[config.mk]
export PLATFORM = sky130hd
export DESIGN_NAME = irq_onehot_arbiter_16
export DESIGN_NICKNAME = d
export VERILOG_FILES = /design/src/rtl/irq_onehot_arbiter_16.sv
export SDC_FILE = /design/constraint.sdc
export NUM_CORES = 1
export LEC_CHECK = 0
export CAP_MARGIN = 20
export CORE_MARGIN = 2
export CORE_UTILIZATION = 50
export CTS_BUF_LIST = sky130_fd_sc_hd__clkbuf_8 sky130_fd_sc_hd__clkbuf_16
export CTS_CLUSTER_SIZE = 20
export DETAILED_ROUTE_END_ITERATION = 7
export HOLD_SLACK_MARGIN = 0.06
export PLACE_DENSITY_LB_ADDON = 0.25
export SETUP_SLACK_MARGIN = 0.1
export SLEW_MARGIN = 20
export SYNTH_ARGS = -nofsm -noshare
export SYNTH_HDL_FRONTEND = slang
export SYNTH_SLANG_ARGS = --single-unit
[constraint.sdc]
create_clock -name clk -period 4.65 [get_ports clk]
set_input_delay 0.465 -clock clk [delete_from_list [all_inputs] [get_ports clk]]
set_output_delay 0.465 -clock clk [all_outputs]
set_load 0.01 [all_outputs]
[src/rtl/irq_onehot_arbiter_16.sv]
// rtl/irq_onehot_arbiter_16.sv - 16-line request capture with round-robin one-hot grant and valid/ready hold
// Optional line masking is compiled in with `define IRQ_MASK_EN.
module irq_onehot_arbiter_16 #(
  parameter int EDGE_CAPTURE = 1,
  parameter int PTR_RST      = 0
) (
  input  logic        clk,
  input  logic        rst_n,
  input  logic [15:0] req,
  input  logic        grant_rdy,
`ifdef IRQ_MASK_EN
  input  logic [15:0] mask,
`endif
  output logic [15:0] grant_oh,
  output logic        grant_vld,
  output logic [15:0] pending,
  output logic        busy
);

  typedef enum logic [1:0] {IDLE, ARB, HOLD} state_t;

  state_t      state_q, state_d;
  logic [15:0] req_q;
  logic [15:0] pending_q, pending_d;
  logic [3:0]  ptr_q, ptr_d;
  logic [15:0] grant_oh_q, grant_oh_d;
  logic        grant_vld_q, grant_vld_d;
  logic [3:0]  gnt_idx_q, gnt_idx_d;

  logic [15:0] mask_n;
  logic [15:0] set_vec;
  logic [15:0] clr_vec;
  logic [15:0] eligible;
  logic        accept;
  logic        more;
  logic        found;
  logic [3:0]  sel_idx;
  logic [3:0]  cand;

`ifdef IRQ_MASK_EN
  assign mask_n = ~mask;
`else
  assign mask_n = '1;
`endif

  always_ff @(posedge clk or negedge rst_n) begin
    if (!rst_n) begin
      state_q     <= IDLE;
      req_q       <= '0;
      pending_q   <= '0;
      ptr_q       <= 4'(PTR_RST);
      grant_oh_q  <= '0;
      grant_vld_q <= 1'b0;
      gnt_idx_q   <= '0;
    end else begin
      state_q     <= state_d;
      req_q       <= req;
      pending_q   <= pending_d;
      ptr_q       <= ptr_d;
      grant_oh_q  <= grant_oh_d;
      grant_vld_q <= grant_vld_d;
      gnt_idx_q   <= gnt_idx_d;
    end
  end

  // Capture: a set arriving on the bit being cleared this cycle wins.
  always_comb begin
    set_vec   = (EDGE_CAPTURE != 0) ? (req & ~req_q) : req;
    set_vec   = set_vec & mask_n;
    accept    = (state_q == HOLD) && grant_vld_q && grant_rdy;
    clr_vec   = accept ? grant_oh_q : '0;
    pending_d = (pending_q & ~clr_vec) | set_vec;
    eligible  = pending_q & mask_n;
    more      = |(((pending_q & ~grant_oh_q) | set_vec) & mask_n);
  end

  // Circular first-set search from ptr; descending scan so the nearest hit is written last.
  always_comb begin
    found   = 1'b0;
    sel_idx = '0;
    cand    = '0;
    for (int i = 15; i >= 0; i--) begin
      cand = ptr_q + 4'(i);
      if (eligible[cand]) begin
        found   = 1'b1;
        sel_idx = cand;
      end
    end
  end

  always_comb begin
    state_d = state_q;
    case (state_q)
      IDLE:    if (|eligible) state_d = ARB;
      ARB:     state_d = found ? HOLD : IDLE;
      HOLD:    if (accept) state_d = more ? ARB : IDLE;
      default: state_d = IDLE;
    endcase
  end

  always_comb begin
    grant_oh_d  = grant_oh_q;
    grant_vld_d = grant_vld_q;
    gnt_idx_d   = gnt_idx_q;
    ptr_d       = ptr_q;
    case (state_q)
      ARB: begin
        if (found) begin
          grant_oh_d  = 16'b1 << sel_idx;
          grant_vld_d = 1'b1;
          gnt_idx_d   = sel_idx;
        end
      end
      HOLD: begin
        if (accept) begin
          grant_oh_d  = '0;
          grant_vld_d = 1'b0;
          ptr_d       = gnt_idx_q + 4'd1;
        end
      end
      default: ;
    endcase
  end

  assign grant_oh  = grant_oh_q;
  assign grant_vld = grant_vld_q;
  assign pending   = pending_q;
  assign busy      = (state_q != IDLE) || (|eligible);

endmodule

==> flow_summary_export.csv, run 1 <==
group,metric,value,unit
status,status,"complete, no violations",
power,vdd_drop_max,0.000286,V
worst_setup_path,r2r_setup_slack,0.47,ns
placement,hpwl,10900,µm
logic_synthesis,yosysTopAreaCell,"dfrtp_1",
power,pwr-share-clk,12.3,%
timing,rsz0062_at_grt,"no",
timing,fmax,239,MHz
worst_setup_path,endpoint_kind,"flop",
floorplanning,dieArea,9840,µm²
clock_tree,post_cts_resized,0,
logic_synthesis,synth_cell_types,70,
clock_tree,ctsHoldBuffers,0,
floorplanning,die_x,99.2,µm
power,p_seq_share,23.7,%
timing,post-route-min-period,4.18,ns
timing,slew_headroom,47.3,%
worst_setup_path,cp_num_buf_inv,2,
clock_tree,cts.path.max_buffers,2,
worst_setup_path,cpMaxStageDelayCell,"a311oi_1",
cells_and_area,final_cells,642,
hold_path,hold_class,"input pin to asynchronous set/reset pin",
floorplanning,die_h,99.2,µm
grt,grt_pass1_wl,23400,µm
cells_and_area,final_util,60.6,%
timing,finalHoldViolCount,0,
logic_synthesis,yosys_register_bits,59,
cells_and_area,drive_gt1_share,12.9,%
logic_synthesis,ys_top_cells_by_count,"nand2_1, dfrtp_1, inv_1, mux2i_1, o21ai_0",
routing,wl_per_cell,23.0,µm
floorplanning,rows,34,
logic_synthesis,syn_nets,503,
cells_and_area,multi_input_comb_area,2820,µm²
logic_synthesis,synthAdderAreaFrac,2.21,%
clock_tree,root_buffer,"clkbuf_8",
logic_synthesis,postSynth.asyncResetShare,100,%
logic_synthesis,syn_inst,476,
worst_setup_path,start_kind,"flop",
cells_and_area,insertedDiodeCount,0,
clock_tree,insertion_delay,0.34,ns
worst_setup_path,cp.required,4.88,ns
worst_setup_path,critPathMaxStageDelay,0.66,ns
floorplanning,core,8760,µm²
power,total_power,3.37,mW
logic_synthesis,seq_area_frac_synth,32.6,%
worst_setup_path,critPathTopFamily,"compound AO/OA/AOI/OAI gates",
logic_synthesis,netlist.area_leader.share,32.6,%
grt,grt_pass1_vias,4123,
logic_synthesis,ys_warn_count,0,
placement,io_buffers,52,
routing,drtPass1Iterations,5,
worst_setup_path,cp_data_arrival_time,4.41,ns
power,leakage,2.08,nW
timing,worst_slew_pin_slew,0.788,ns
logic_synthesis,synth_top_family_by_area,"multiplexers",
logic_synthesis,synth-xor-area-share,2.84,%
clock_tree,post-cts-setup-buffers,0,
power,power_density,634,nW/µm²
timing,clock_skew,0.00982,ns
clock_tree,cts_tree,"built",
clock_tree,numCtsBuffers,9,
timing,finalCritPeriodShare,89.8,%
timing,setup_viol,0,
power,power_frac_comb,63.9,%
grt,overflow,0,
clock_tree,clock_sinks,59,
grt,grt_max_degree,60,
logic_synthesis,syn_avg_cell_area,9.52,µm²
worst_setup_path,r2r_cells,12,
routing,post-route-drc-count,0,
grt,antenna_found_initial,0,
worst_setup_path,crit_type,"flop to flop",
timing,fin_setup_tns,0,ns
logic_synthesis,ys.flop_type,"dfrtp_1",
timing,worst_slack,0.472,ns
clock_tree,clk_pin_slew,0.07,ns
logic_synthesis,netlist_area,4530,µm²
worst_setup_path,reg2reg_to,"grant_oh[9]",
worst_setup_path,crit_chain,"clkinv_1, ha_1, buf_4, mux2i_1, mux4_2, mux2i_2, o21ai_1, a22oi_1, o21ai_0, a311oi_1, nor2_1, a22o_1",
logic_synthesis,synthTopCellsByArea,"dfrtp_1, mux4_2, mux2i_1",
power,p_switching,1.69,mW
logic_synthesis,synth_compound_area_share,19.5,%
routing,viasPerCell,6.68,
cells_and_area,fillerInstances,761,
logic_synthesis,synth_enable_flop_cells,0,
logic_synthesis,muxShareOfSynthArea,20.3,%
grt,grt_use_total,30.9,%
routing,dr.first_iter.drc_count,370,
routing,via_count,4286,
worst_setup_path,worst-path-max-fanout,14,
cells_and_area,seq_area,1480,µm²
placement,dp_slack,0.511,ns
clock_tree,htreeDepth,3,
run,drv_cap,0,
timing,report.final.slew_viol_count,0,
cells_and_area,nets,557,
logic_synthesis,yosysMostFrequentCell,"nand2_1",
routing,ant_nets,0,
worst_setup_path,r2r-start,"ptr_q[0]",
cells_and_area,area_delta_synth_final,17.1,%
routing,wirelength,14800,µm
floorplanning,io_pins,53,
placement,gp_congestion,0.969,
floorplanning,start_util,51.7,%
power,internal_power,1.67,mW
placement,dp.cells,627,
logic_synthesis,yosys.area_share.simple,17.4,%
power,switching_share,50.3,%
logic make-up (layout without fill, tap and decap cells):
logic type / Yosys count / in the layout
AND/OR/NAND/NOR: 162 / 162
AO/OA/AOI/OAI: 124 / 124
multiplexers: 60 / 60
flip-flops: 59 / 59
buffers and inverters: 50 / 108
XOR/XNOR: 13 / 13
adder cells (fa/ha/maj): 8 / 8
state kept, by name, indices dropped and copies added (netlist names):
signal	count
state_q	2
gnt_idx_q	4
pending	16
grant_oh	16
req_q	16
grant_vld	1
ptr_q	4
placed cells by master, fill, tap and decap left out, types with 3 or more instances in the layout:
master            n
mux2i_1          25
o21ai_1           9
and2_1            7
nor3_1            5
o21a_1            4
clkinv_2          3
a311o_1           3
a2111oi_0         3
ha_1              8
o21ai_0          24
nor4_1            7
o211ai_1          4
and3_1            5
dfrtp_1          59
a311oi_1          4
nor2_1           22
clkinv_1          3
nand4_1           4
a22o_1            8
mux2_2           11
nand2b_1         12
inv_1            27
nor2b_1          10
a21oi_1          15
a21o_1            9
mux4_2           17
o22ai_1           9
buf_4            10
xnor2_1           7
clkbuf_8         10
mux4_1            4
a31oi_1           8
nand3_1          19
clkdlybuf4s50_1  51
xor2_1            4
nand2_1          61
a221oi_1          3
layer usage:
layer | track usage, % | share of wire, % | up-vias | wire length (µm)
met1 | 42.0 | 41 | 2108 | 6070
met2 | 49.6 | 47 | 246 | 6950
met5 | 0 | 0 | - | 0
met4 | 13.3 | 4.2 | 0 | 619
li1 | - | - | 1881 | -
met3 | 4.78 | 7.8 | 51 | 1150
power groups by stage:
stage,registers (mW),logic [mW],clock network [mW]
global placement,0.800,2.11,0
detailed placement,0.800,2.11,0
CTS,0.794,2.12,0.417
global route,0.811,2.33,0.435
floorplan,0.751,1.55,0
finish,0.799,2.15,0.415
metrics by stage:
stage / cell area, µm² / hold slack, ns
after global placement: 5140 / 0.507
after CTS: 5310 / 0.295
after detailed placement: 5140 / 0.510
after floorplan: 4530 / 0.169
final: 5310 / 0.266
after global routing: 5310 / 0.351
area by class of cell:
class,count,area share (%)
clock inverters,5,0.566
flip-flops and latches,59,27.8
repair buffers,62,11.1
inverters,31,2.19
multi-input cells,367,53.1
clock buffers,10,2.59
well taps,108,2.55
worst max-delay path by stage:
stage                        start      endpoint  slack, ns  cells after the start
final                     ptr_q[0]   grant_oh[9]       0.47                     12
after global routing      ptr_q[0]   grant_oh[9]       0.11                     13
after CTS                 ptr_q[0]   grant_oh[9]       0.51                     12
after detailed placement  ptr_q[0]   grant_oh[9]       0.51                     12
after global placement    ptr_q[0]   grant_oh[9]       0.64                     12
after floorplan           ptr_q[1]  grant_oh[10]       0.75                     15
Note: power is estimated with default switching activity, not from simulation.
==> run 2, diff against run 1 <==
--- a/config.mk
+++ b/config.mk
@@ -5,6 +5,7 @@
 export SDC_FILE = /design/constraint.sdc
 export NUM_CORES = 1
 export LEC_CHECK = 0
+export ABC_AREA = 1
 export CAP_MARGIN = 20
 export CORE_MARGIN = 2
 export CORE_UTILIZATION = 50
==> flow_summary_export.csv, run 2 <==
group,metric,value,unit
clock_tree,cts.path.max_buffers,2,
floorplanning,dieArea,8940,µm²
timing,fmax,237,MHz
grt,grt_use_total,29.2,%
logic_synthesis,netlist_area,4100,µm²
routing,viasPerCell,5.52,
logic_synthesis,ys_warn_count,0,
logic_synthesis,yosysMostFrequentCell,"nand2_1",
floorplanning,core,8090,µm²
placement,hpwl,9520,µm
placement,io_buffers,52,
hold_path,hold_class,"input pin to asynchronous set/reset pin",
worst_setup_path,cp.required,4.18,ns
cells_and_area,final_common_cell,"nand2_1",
grt,grt_pass1_vias,4070,
worst_setup_path,startpoint,"ptr_q[0]",
clock_tree,root_buffer,"clkbuf_8",
clock_tree,ctsHoldBuffers,0,
clock_tree,insertion_delay,0.34,ns
grt,overflow,0,
floorplanning,rows,33,
logic_synthesis,seq_area_frac_synth,36.0,%
timing,finalCritPeriodShare,90.8,%
worst_setup_path,crit_type,"flop to output pin",
logic_synthesis,synth_cell_types,45,
routing,drtPass1Iterations,5,
logic_synthesis,ys_top_cells_by_count,"nand2_1, nand3_1, inv_1, dfrtp_1, a21oi_1",
worst_setup_path,worst-path-max-fanout,18,
timing,worst_slew_pin_slew,0.723,ns
timing,finalHoldViolCount,0,
logic_synthesis,postSynth.asyncResetShare,100,%
logic_synthesis,ys.flop_type,"dfrtp_1",
grt,antenna_found_initial,0,
floorplanning,die_h,94.5,µm
cells_and_area,fillerInstances,780,
clock_tree,clock_sinks,59,
cells_and_area,layout_common_cells,"nand2_1, nand3_1, inv_1",
timing,report.final.slew_viol_count,0,
logic_synthesis,netlist.area_leader.share,36.0,%
run,drv_cap,0,
timing,rsz0062_at_grt,"no",
status,status,"complete, no violations",
placement,gp_congestion,0.993,
logic_synthesis,syn_avg_cell_area,6.85,µm²
cells_and_area,nets,682,
floorplanning,die_x,94.5,µm
logic_synthesis,synth_enable_flop_cells,0,
worst_setup_path,r2r-start,"ptr_q[0]",
clock_tree,cts_tree,"built",
routing,via_count,4220,
cells_and_area,drive_gt1_share,9.55,%
floorplanning,io_pins,53,
timing,post-route-min-period,4.22,ns
timing,slew_headroom,51.8,%
worst_setup_path,r2r_cells,17,
logic_synthesis,yosysTopAreaCell,"dfrtp_1",
clock_tree,post_cts_resized,0,
grt,grt_max_degree,60,
logic_synthesis,yosys_register_bits,59,
cells_and_area,insertedDiodeCount,0,
worst_setup_path,cp_data_arrival_time,3.76,ns
routing,wirelength,12400,µm
worst_setup_path,endpoint_kind,"output pin",
routing,ant_nets,0,
clock_tree,htreeDepth,3,
logic_synthesis,synthTopCellsByArea,"dfrtp_1, nand2_1, nand3_1",
timing,fin_setup_tns,0,ns
worst_setup_path,reg2reg_to,"grant_oh[4]",
timing,clock_skew,0.00955,ns
worst_setup_path,start_kind,"flop",
logic_synthesis,syn_nets,625,
routing,dr.first_iter.drc_count,268,
routing,post-route-drc-count,0,
cells_and_area,area_delta_synth_final,20.6,%
clock_tree,post-cts-setup-buffers,0,
timing,setup_viol,0,
worst_setup_path,r2r_setup_slack,1.18,ns
routing,wl_per_cell,16.2,µm
logic_synthesis,syn_inst,598,
floorplanning,start_util,50.6,%
grt,grt_pass1_wl,19800,µm
clock_tree,clk_pin_slew,0.06,ns
clock_tree,numCtsBuffers,9,
## run 2: changes by cell type in the layout (fill, tap and decap cells not counted), moves of 10 or more
| cell | delta |
|---|---|
| nand2_1 | +149 |
| inv_1 | +40 |
| nand3_1 | +71 |
| mux2i_1 | -25 |
| o21bai_1 | +10 |
| o21ai_0 | -10 |
| a21oi_1 | +19 |
| nor2b_1 | -10 |
| mux2_2 | -11 |
| nand2b_1 | -12 |
| mux4_2 | -17 |
## run 2: logic make-up (layout without fill, tap and decap cells)
logic type | Yosys count | after routing | share of synthesized area, %
buf+inv | 91 | 153 | 9.28
simple gates | 351 | 351 | 37.3
compound gates | 79 | 79 | 11.8
flops | 59 | 59 | 36.0
xor+xnor | 10 | 10 | 3.14
fa+ha+maj | 8 | 8 | 2.44
## run 2: area by class of cell
type	instances	area, µm²	share of cell area, %
Sequential cell	59	1480	29.9
Inverter	77	290	5.87
Multi-Input combinational cell	448	2240	45.4
Tap cell	105	131	2.66
Clock buffer	11	151	3.06
Timing Repair Buffer	60	576	11.6
Clock inverter	5	76.3	1.54
## run 2: through the flow
stage | cell area (µm²) | setup WS, ns | utilization, % | hold WS [ns] | instances
floorplan | 4100 | 1.47 | - | 0.169 | 598
global placement | 4720 | 0.786 | 58.3 | 0.429 | 749
detailed placement | 4720 | 0.813 | 58.3 | 0.445 | 749
CTS | 4940 | 0.445 | 61.1 | 0.288 | 765
global route | 4940 | 0.179 | 61.1 | 0.357 | 765
finish | 4940 | 0.429 | 61.1 | 0.264 | 765
## run 2: routing by layer
layer | track usage [%] | vias to the layer above | part of all wire, %
li1 | - | 2059 | -
met1 | 34.3 | 1962 | 41
met2 | 51.0 | 152 | 50
met3 | 3.51 | 47 | 4.2
met4 | 17.8 | 0 | 4.9
met5 | 0 | - | 0
## run 2: how the worst max path moves through the flow
stage | to | slack [ns] | depth (start not counted)
after detailed placement | busy | 0.81 | 14
after global placement | busy | 0.79 | 13
after global routing | busy | 0.18 | 13
after CTS | busy | 0.44 | 14
final | busy | 0.43 | 14
after floorplan | busy | 1.47 | 15
## run 2: critical path: stages, from the launching register on
cell and delay (ns):
dfrtp_1 0.38, inv_2 0.25, ha_1 0.30, inv_1 0.28
nand3_1 0.15, nand3_1 0.11, o21ai_1 0.11, nand2_1 0.12
nand2_1 0.12, nor4_1 0.24, nand4_1 0.13, nor4_2 0.19
nand3_1 0.18, or3_1 0.36, clkdlybuf4s50_1 0.49
Power of run 2 is left out: the tool's default activity adds up to more than one toggle a clock period on the data nets, which glitch-free logic cannot reach.
